===== src/rtl/alu_wb_seq.sv =====
// Execute/writeback sequencer: latches one operation, runs it (1 cycle, or 16 for MUL),
// then drives the register-group write port for a single cycle.
module alu_wb_seq (
    input  logic        clk,
    input  logic        rst_n,
    input  logic        start,
    input  logic [2:0]  op,
    input  logic [15:0] opA,
    input  logic [15:0] opB,
    input  logic [3:0]  dst,
    output logic        busy,
    output logic        done,
    output logic        regwr,
    output logic [3:0]  w_addr,
    output logic [15:0] result,
    output logic        zero
);

    // Handshake: start is sampled only in IDLE; busy covers EXEC/MUL/WB, and
    // done/regwr are a single-cycle pulse during WB. Starts while busy are dropped.
    typedef enum logic [1:0] {IDLE, EXEC, MUL, WB} state_t;

    localparam logic [2:0] OP_ADD = 3'b000;
    localparam logic [2:0] OP_SUB = 3'b001;
    localparam logic [2:0] OP_AND = 3'b010;
    localparam logic [2:0] OP_OR  = 3'b011;
    localparam logic [2:0] OP_XOR = 3'b100;
    localparam logic [2:0] OP_SLL = 3'b101;
    localparam logic [2:0] OP_SRL = 3'b110;
    localparam logic [2:0] OP_MUL = 3'b111;

    state_t      stateQ, stateD;
    logic [2:0]  opQ;
    logic [15:0] mcand;
    logic [15:0] mplier;
    logic [15:0] acc;
    logic [3:0]  mulCnt;
    logic [3:0]  dstQ;
    logic [15:0] resultQ;
    logic        zeroQ;
    logic [15:0] aluOut;
    logic [15:0] mulSum;

    always_ff @(posedge clk) begin
        if (!rst_n) stateQ <= IDLE;
        else        stateQ <= stateD;
    end

    always_comb begin
        stateD = stateQ;
        case (stateQ)
            IDLE:    if (start) stateD = (op == OP_MUL) ? MUL : EXEC;
            EXEC:    stateD = WB;
            MUL:     if (mulCnt == 4'd15) stateD = WB;
            WB:      stateD = IDLE;
            default: stateD = IDLE;
        endcase
    end

    // Outside MUL, mcand/mplier simply hold the latched opA/opB.
    always_comb begin
        aluOut = 16'h0000;
        case (opQ)
            OP_ADD:  aluOut = mcand + mplier;
            OP_SUB:  aluOut = mcand - mplier;
            OP_AND:  aluOut = mcand & mplier;
            OP_OR:   aluOut = mcand | mplier;
            OP_XOR:  aluOut = mcand ^ mplier;
            OP_SLL:  aluOut = mcand << mplier[3:0];
            OP_SRL:  aluOut = mcand >> mplier[3:0];
            default: aluOut = 16'h0000;
        endcase
    end

    assign mulSum = acc + (mplier[0] ? mcand : 16'h0000);

    always_ff @(posedge clk) begin
        if (!rst_n) begin
            opQ     <= 3'b000;
            mcand   <= 16'h0000;
            mplier  <= 16'h0000;
            acc     <= 16'h0000;
            mulCnt  <= 4'd0;
            dstQ    <= 4'd0;
            resultQ <= 16'h0000;
            zeroQ   <= 1'b1;
        end else begin
            case (stateQ)
                IDLE: begin
                    if (start) begin
                        opQ    <= op;
                        mcand  <= opA;
                        mplier <= opB;
                        dstQ   <= dst;
                        acc    <= 16'h0000;
                        mulCnt <= 4'd0;
                    end
                end
                EXEC: begin
                    resultQ <= aluOut;
                    zeroQ   <= (aluOut == 16'h0000);
                end
                MUL: begin
                    mcand  <= mcand << 1;
                    mplier <= mplier >> 1;
                    mulCnt <= mulCnt + 4'd1;
                    // The last iteration's sum goes straight to result.
                    if (mulCnt == 4'd15) begin
                        resultQ <= mulSum;
                        zeroQ   <= (mulSum == 16'h0000);
                    end else begin
                        acc <= mulSum;
                    end
                end
                default: ;
            endcase
        end
    end

    assign busy   = (stateQ != IDLE);
    assign done   = (stateQ == WB);
    assign regwr  = (stateQ == WB);
    assign w_addr = dstQ;
    assign result = resultQ;
    assign zero   = zeroQ;

endmodule


===== config.mk =====
export PLATFORM = sky130hd
export DESIGN_NAME = alu_wb_seq
export DESIGN_NICKNAME = d
export VERILOG_FILES = /design/src/rtl/alu_wb_seq.sv
export SDC_FILE = /design/constraint.sdc
export NUM_CORES = 1
export LEC_CHECK = 0
export BUFFER_PORTS_ARGS = -buffer_cell sky130_fd_sc_hd__buf_2
export CORE_MARGIN = 2
export CORE_UTILIZATION = 55
export DETAILED_ROUTE_END_ITERATION = 10
export MAX_ROUTING_LAYER = met4
export PLACE_DENSITY = 0.77
export SLEW_MARGIN = 10
export SYNTH_ARGS = -nofsm -noshare
export SYNTH_HDL_FRONTEND = slang
export SYNTH_SLANG_ARGS = --single-unit

===== constraint.sdc =====
create_clock -name clk -period 4.6 [get_ports clk]
set_input_delay 0.46 -clock clk [delete_from_list [all_inputs] [get_ports clk]]
set_output_delay 0.46 -clock clk [all_outputs]
set_load 0.005 [all_outputs]

* Yosys cells after proc, flatten, opt, wreduce, memory -nomap -nowiden
Cells that the tools add are included.
** Storage, ports and cells
- Logic and storage cells :: 63
- Input port bits :: 42
- Register bits :: 78
** Cells by class
- Shift operators :: 2
- Mux-type cells :: 19
- Equality and inequality tests :: 14
- Bitwise gates (word level) :: 3
- Add/sub/neg operators :: 4
- Reductions and logical operators :: 12
** Operator list (number)
- $pmux 16 s2 :: 4
- $pmux 16 s7 :: 1
- $mux 16 :: 6
- $add 16x16->16 :: 2
- $logic_not 16->1 :: 2
- $and 16x16->16 :: 1
- $or 16x16->16 :: 1
- $shl 16x4->16 :: 1
- $shr 16x4->16 :: 1
- $sub 16x16->16 :: 1
- $xor 16x16->16 :: 1
- $eq 3x3->1 const B :: 4
- $pmux 2 s4 :: 1
- $pmux 4 s2 :: 1
- $reduce_and 2->1 :: 4
- $eq 3x2->1 const B :: 2
- $mux 2 :: 3
- $ne 2x2->1 const B :: 3
- $reduce_bool 2->1 :: 3
- $add 4x1->4 const B :: 1
- $eq 2x2->1 const B :: 2
- $eq 4x4->1 const B :: 1
- $mux 4 :: 1
- $eq 3x1->1 const B :: 1
- 6 further kinds :: 6

* Depth between registers and ports, before layout
- Depth after elaboration :: 5
- Gate-level depth with buffers :: 20

* Worst setup path after synthesis
OpenSTA, ideal clock, no wires.
- Kind :: reg2reg
- Start :: register mplier[0]
- End :: register zeroQ (netlist: zero)
- Arrival :: 4.280 ns
- Required time :: 4.541 ns
- Stages on the path, launching flop included :: 20
- Setup slack :: 0.261 ns
- Library setup time :: 0.059 ns
- Period minus slack after synthesis :: 4.339 ns
- Cells stage by stage :: dfxtp_1 -> buf_6 -> buf_12 -> inv_2 -> clkbuf_1 -> clkbuf_1 -> ha_1 -> nor3b_1 -> or2_2 -> xnor2_1 -> ha_1 -> nor3_1 -> or2b_1 -> o22ai_1 -> xnor2_1 -> a2111oi_0 -> o211ai_1 -> or4_1 -> nor4_2 -> o31a_1
** Between the ends
- Word-level cells in the longest chain between the ends :: 5
- Elaborated cells between the ends (all ways) :: 14
- Those cells by class :: add/sub: 3; shift: 2; mux: 4; bitwise: 3; reduce/logical: 2
** RTL lines
- start, declared :: line 35 : logic [15:0] mplier;
- start signal, assigned :: line 93 : mplier <= opB;
- start signal, assigned :: line 105 : mplier <= mplier >> 1;
- $mux 16 :: line 75 : assign mulSum = acc + (mplier[0] ? mcand : 16'h0000);
- $add 16x16->16 :: line 75
- $logic_not 16->1 :: line 110 : zeroQ <= (mulSum == 16'h0000);
- $mux 1 :: line 108 : if (mulCnt == 4'd15) begin
- $pmux 1 s2 * :: line 88 : case (stateQ)
- end signal, assigned :: line 101 : zeroQ <= (aluOut == 16'h0000);
- end signal, assigned :: line 110
- end, declared :: line 40 : logic zeroQ;
Mark *: on every way between the ends. The rest lies on a longest branch, timed or not. The select of a mux whose other input is x is not followed.
A chain may end at the register's enable or synchronous reset.

* Worst setup path after layout
- Start :: register mplier[1]
- End :: register zeroQ (netlist: zero)
** Between the ends
- Word-level cells in the longest chain between the ends :: 4
- Elaborated cells between the ends (all ways) :: 10
- Those cells by class :: add/sub: 2; shift: 2; mux: 2; bitwise: 3; reduce/logical: 1
** RTL lines
- $sub 16x16->16 (tied with other cells) :: line 65 : OP_SUB: aluOut = mcand - mplier;
- $pmux 16 s7 * :: line 63 : case (opQ)
- $logic_not 16->1 * :: line 101
- $pmux 1 s2 * :: line 88
Mark *: on every way between the ends. The rest lies on a longest branch, timed or not.

==> impl_metrics.csv <==
group,metric,value,unit
clock_network,cts_tree,"done",
cells_and_area,diodes,0,
synth,synth_commonest_cells,"100 x nand2_1, 78 x dfxtp_1, 69 x ha_1, 62 x nor2_1, 56 x clkbuf_1",
sta,finalSetupViolations,0,
synth,synth_cell_type_count,78,
power_and_ir_drop,switchingPower,3.45,mW
cells_and_area,regArea,1560,µm²
worst_setup_path,cp.arrival,4.53,ns
sta,maxSlewHeadroom,0.267,
worst_setup_path,crit_type,"flip-flop to flip-flop",
worst_setup_path,worstPathRequired,4.90,ns
worst_setup_path,cp-start-kind,"flip-flop",
synth,synth_edf_count,0,
global_routing,grt_usage,0.338,
synth,yosysTopAreaCellShare,0.197,
global_routing,grt_max_degree,71,
sta,finalCritPeriodShare,0.920,
power_and_ir_drop,power.total,6.76,mW
min_path,hold_depth,3,
sta,fin_crit,4.23,ns
clock_network,clock-sinks,78,
global_routing,grt-busiest-layer,"met2",
clock_network,cts-hold-fix-buffers,0,
min_path,hp-class,"primary input to flip-flop",
floorplanning,core_area,14000,µm²
global_routing,gr-usage-met1,0.460,
worst_setup_path,critPathMaxFanout,12,
sta,drv_slew,0,
power_and_ir_drop,ir_drop,0.373,mV
clock_network,root_buffer,"clkbuf_16",
floorplanning,die_w,124,µm
synth,synth_area_per_cell,8.27,µm²
global_routing,grt_pass1_wl,38000,µm
synth,synth_seq_cells,78,
drt,drt-initial-drc-count,907,
clock_network,post-cts-setup-buffer-count,0,
sta,tns,0,ns
outcome,status,"completed",
synth,yosysMostFrequentCell,"nand2_1",
clock_network,cts_resized,0,
global_routing,antenna_found_initial,0,
clock_network,clk_path_buf_depth,2,
placement,portBuffers,65,
cells_and_area,multi_input_area,5830,µm²
sta,tightest_slew,1.10,ns
sta,grt_setup_unrepaired,"false",
synth,synthFlopType,"dfxtp_1",
placement,place.gp.congestion,1.13,
sta,fmaxAchievable,0.236,GHz
worst_setup_path,end_kind,"flip-flop",
power_and_ir_drop,p_int,3.30,mW
sta,skew,0.00866,ns
drt,postRouteAntennaNets,0,
sta,layout_setup_ws,0.367,ns
synth,synth-async-reset-ratio,0,
drt,routed_via_density,6.51,
floorplanning,fp.dieH,124,µm
synth,synth_fp_nets,1070,
synth,synth.yosys.warnings,0,
placement,post-dp-hpwl,18300,µm
drt,post-route-drc-count,0,
power_and_ir_drop,clkPwrFrac,0.117,
floorplanning,placementRows,43,
worst_setup_path,reg2reg_depth,15,
power_and_ir_drop,leakage,3.80,nW
drt,drt_pass1_iterations,6,
global_routing,overflow,0,
power_and_ir_drop,swShare,0.511,
power_and_ir_drop,pwr-share-comb,0.697,
clock_network,numCtsBuffers,9,
drt,routed-via-count,7556,
power_and_ir_drop,p_seq_frac,0.186,
floorplanning,ios,66,
worst_setup_path,rrSetupSlack,0.37,ns
cells_and_area,drive_gt1_frac,0.144,
min_path,holdPathEnd,"w_addr[2]$_SDFFE_PN0P_",
synth,netlist_area,7920,µm²
synth,netlist_instances,957,
cells_and_area,finalNetCount,1088,
global_routing,grt_pass1_vias,6831,
power_and_ir_drop,power.density,788,nW/µm²
sta,timing.final.hold_violations,0,
floorplanning,die-area,15400,µm²
clock_network,cts_max_level,3,
cells_and_area,fillers,1301,
worst_setup_path,rr_startpoint,"mplier[1]$_SDFFE_PN0P_",
synth,ys_seq_area_frac,0.197,
min_path,worstHoldStart,"dst[2]",
worst_setup_path,rr_endpoint,"zero$_SDFFE_PN1P_",
cells_and_area,synthToLayoutAreaGrowth,8.33,%
drt,routed_wirelength,24800,µm
global_routing,grt_use_met3,0.0641,
global_routing,grtUsageMet2,0.500,
drt,post_drt_wl_per_cell,21.4,µm
synth,yosys.area.top_type,"dfxtp_1",
placement,post-place-ws,0.433,ns
synth,yosys-top-cells-area,"dfxtp_1 20%, ha_1 11%, mux2i_1 6.6%",
floorplanning,start_util,0.566,
clock_network,clk_pin_slew,0.06,ns
clock_network,clk_latency,0.36,ns
run,drv.max_cap_violation_count,0,
==> through the flow <==
stage	instance area (µm²)	hold slack [ns]	cells	util
after global routing	8580	0.386	1160	0.613
after detailed placement	8260	0.455	1144	0.591
final	8580	0.363	1160	0.613
after CTS	8580	0.359	1160	0.613
after floorplan	7920	0.445	957	-
after global placement	8260	0.448	1144	0.591
==> cell usage in the layout, fill, tap and decap left out, drive strengths merged, types with 32 or more instances in the layout <==
| cell type | instances |
|---|---|
| o21ai | 34 |
| inv | 47 |
| nand2 | 100 |
| nor2 | 62 |
| buf | 84 |
| dfxtp | 78 |
| mux2i | 53 |
| o211a | 32 |
| ha | 69 |
==> kinds of logic (layout without fill, tap and decap cells) <==
kind of cell,count (synthesis),after routing,share of synthesized area
compound gates,256,256,0.241
xor+xnor,35,35,0.0387
fa+ha+maj,71,71,0.114
buf+inv,123,146,0.0680
flops,78,78,0.197
mux,84,84,0.147
simple gates,310,310,0.195
==> critical path: stages, from the launching register on <==
cell and delay (ns):
dfxtp_2 0.49, inv_1 0.16, ha_1 0.24, nor3b_1 0.19, or2_2 0.31, xnor2_1 0.15
ha_1 0.23, nor3_1 0.26, or2b_1 0.26, o22ai_1 0.15, xnor2_1 0.09, a2111oi_0 0.62
o211ai_1 0.15, or4_1 0.57, nor4_2 0.14, o31a_1 0.16
==> area by class of cell <==
class                   instances  share of cell area
well taps                     180              0.0263
inverters                      46              0.0201
flip-flops and latches         78               0.182
multi-input cells             756               0.680
clock inverters                 5             0.00963
repair buffers                 84              0.0546
clock buffers                  11              0.0271
==> routing by layer <==
metal | up-vias | routed length, µm | part of all wire
li1 | 3562 | - | -
met1 | 3577 | 11000 | 0.44
met2 | 366 | 11000 | 0.44
met3 | 51 | 2190 | 0.088
met4 | 0 | 621 | 0.025
met5 | - | 0 | 0
==> worst max-delay path by stage <==
stage / startpoint / endpoint / slack (ns) / cells past startpoint
3_3_place_gp: mplier[0]$_SDFFE_PN0P_ / zero$_SDFFE_PN1P_ / 0.62 / 15
6_report: mplier[1]$_SDFFE_PN0P_ / zero$_SDFFE_PN1P_ / 0.37 / 15
2_1_floorplan: mplier[0]$_SDFFE_PN0P_ / zero$_SDFFE_PN1P_ / 0.26 / 19
4_1_cts: mplier[1]$_SDFFE_PN0P_ / zero$_SDFFE_PN1P_ / 0.40 / 15
3_5_place_dp: mplier[1]$_SDFFE_PN0P_ / zero$_SDFFE_PN1P_ / 0.43 / 15
5_1_grt: mplier[1]$_SDFFE_PN0P_ / zero$_SDFFE_PN1P_ / 0.12 / 15
==> flip-flops by register name, summed over array words and instances, names as in the netlist <==
signal	flops
acc	16
mcand	16
mplier	16
result	16
mulCnt	4
w_addr	4
opQ	3
stateQ	2
zero	1
==> power by group through the flow <==
stage	Clock [mW]	Combinational (mW)	Sequential, mW
6_report	0.791	4.71	1.26
5_1_grt	0.819	5.11	1.29
4_1_cts	0.805	4.62	1.25
3_5_place_dp	0	4.59	1.26
3_3_place_gp	0	4.57	1.25
2_1_floorplan	0	3.68	1.02
No activity file was read; power rests on OpenSTA's default activity.
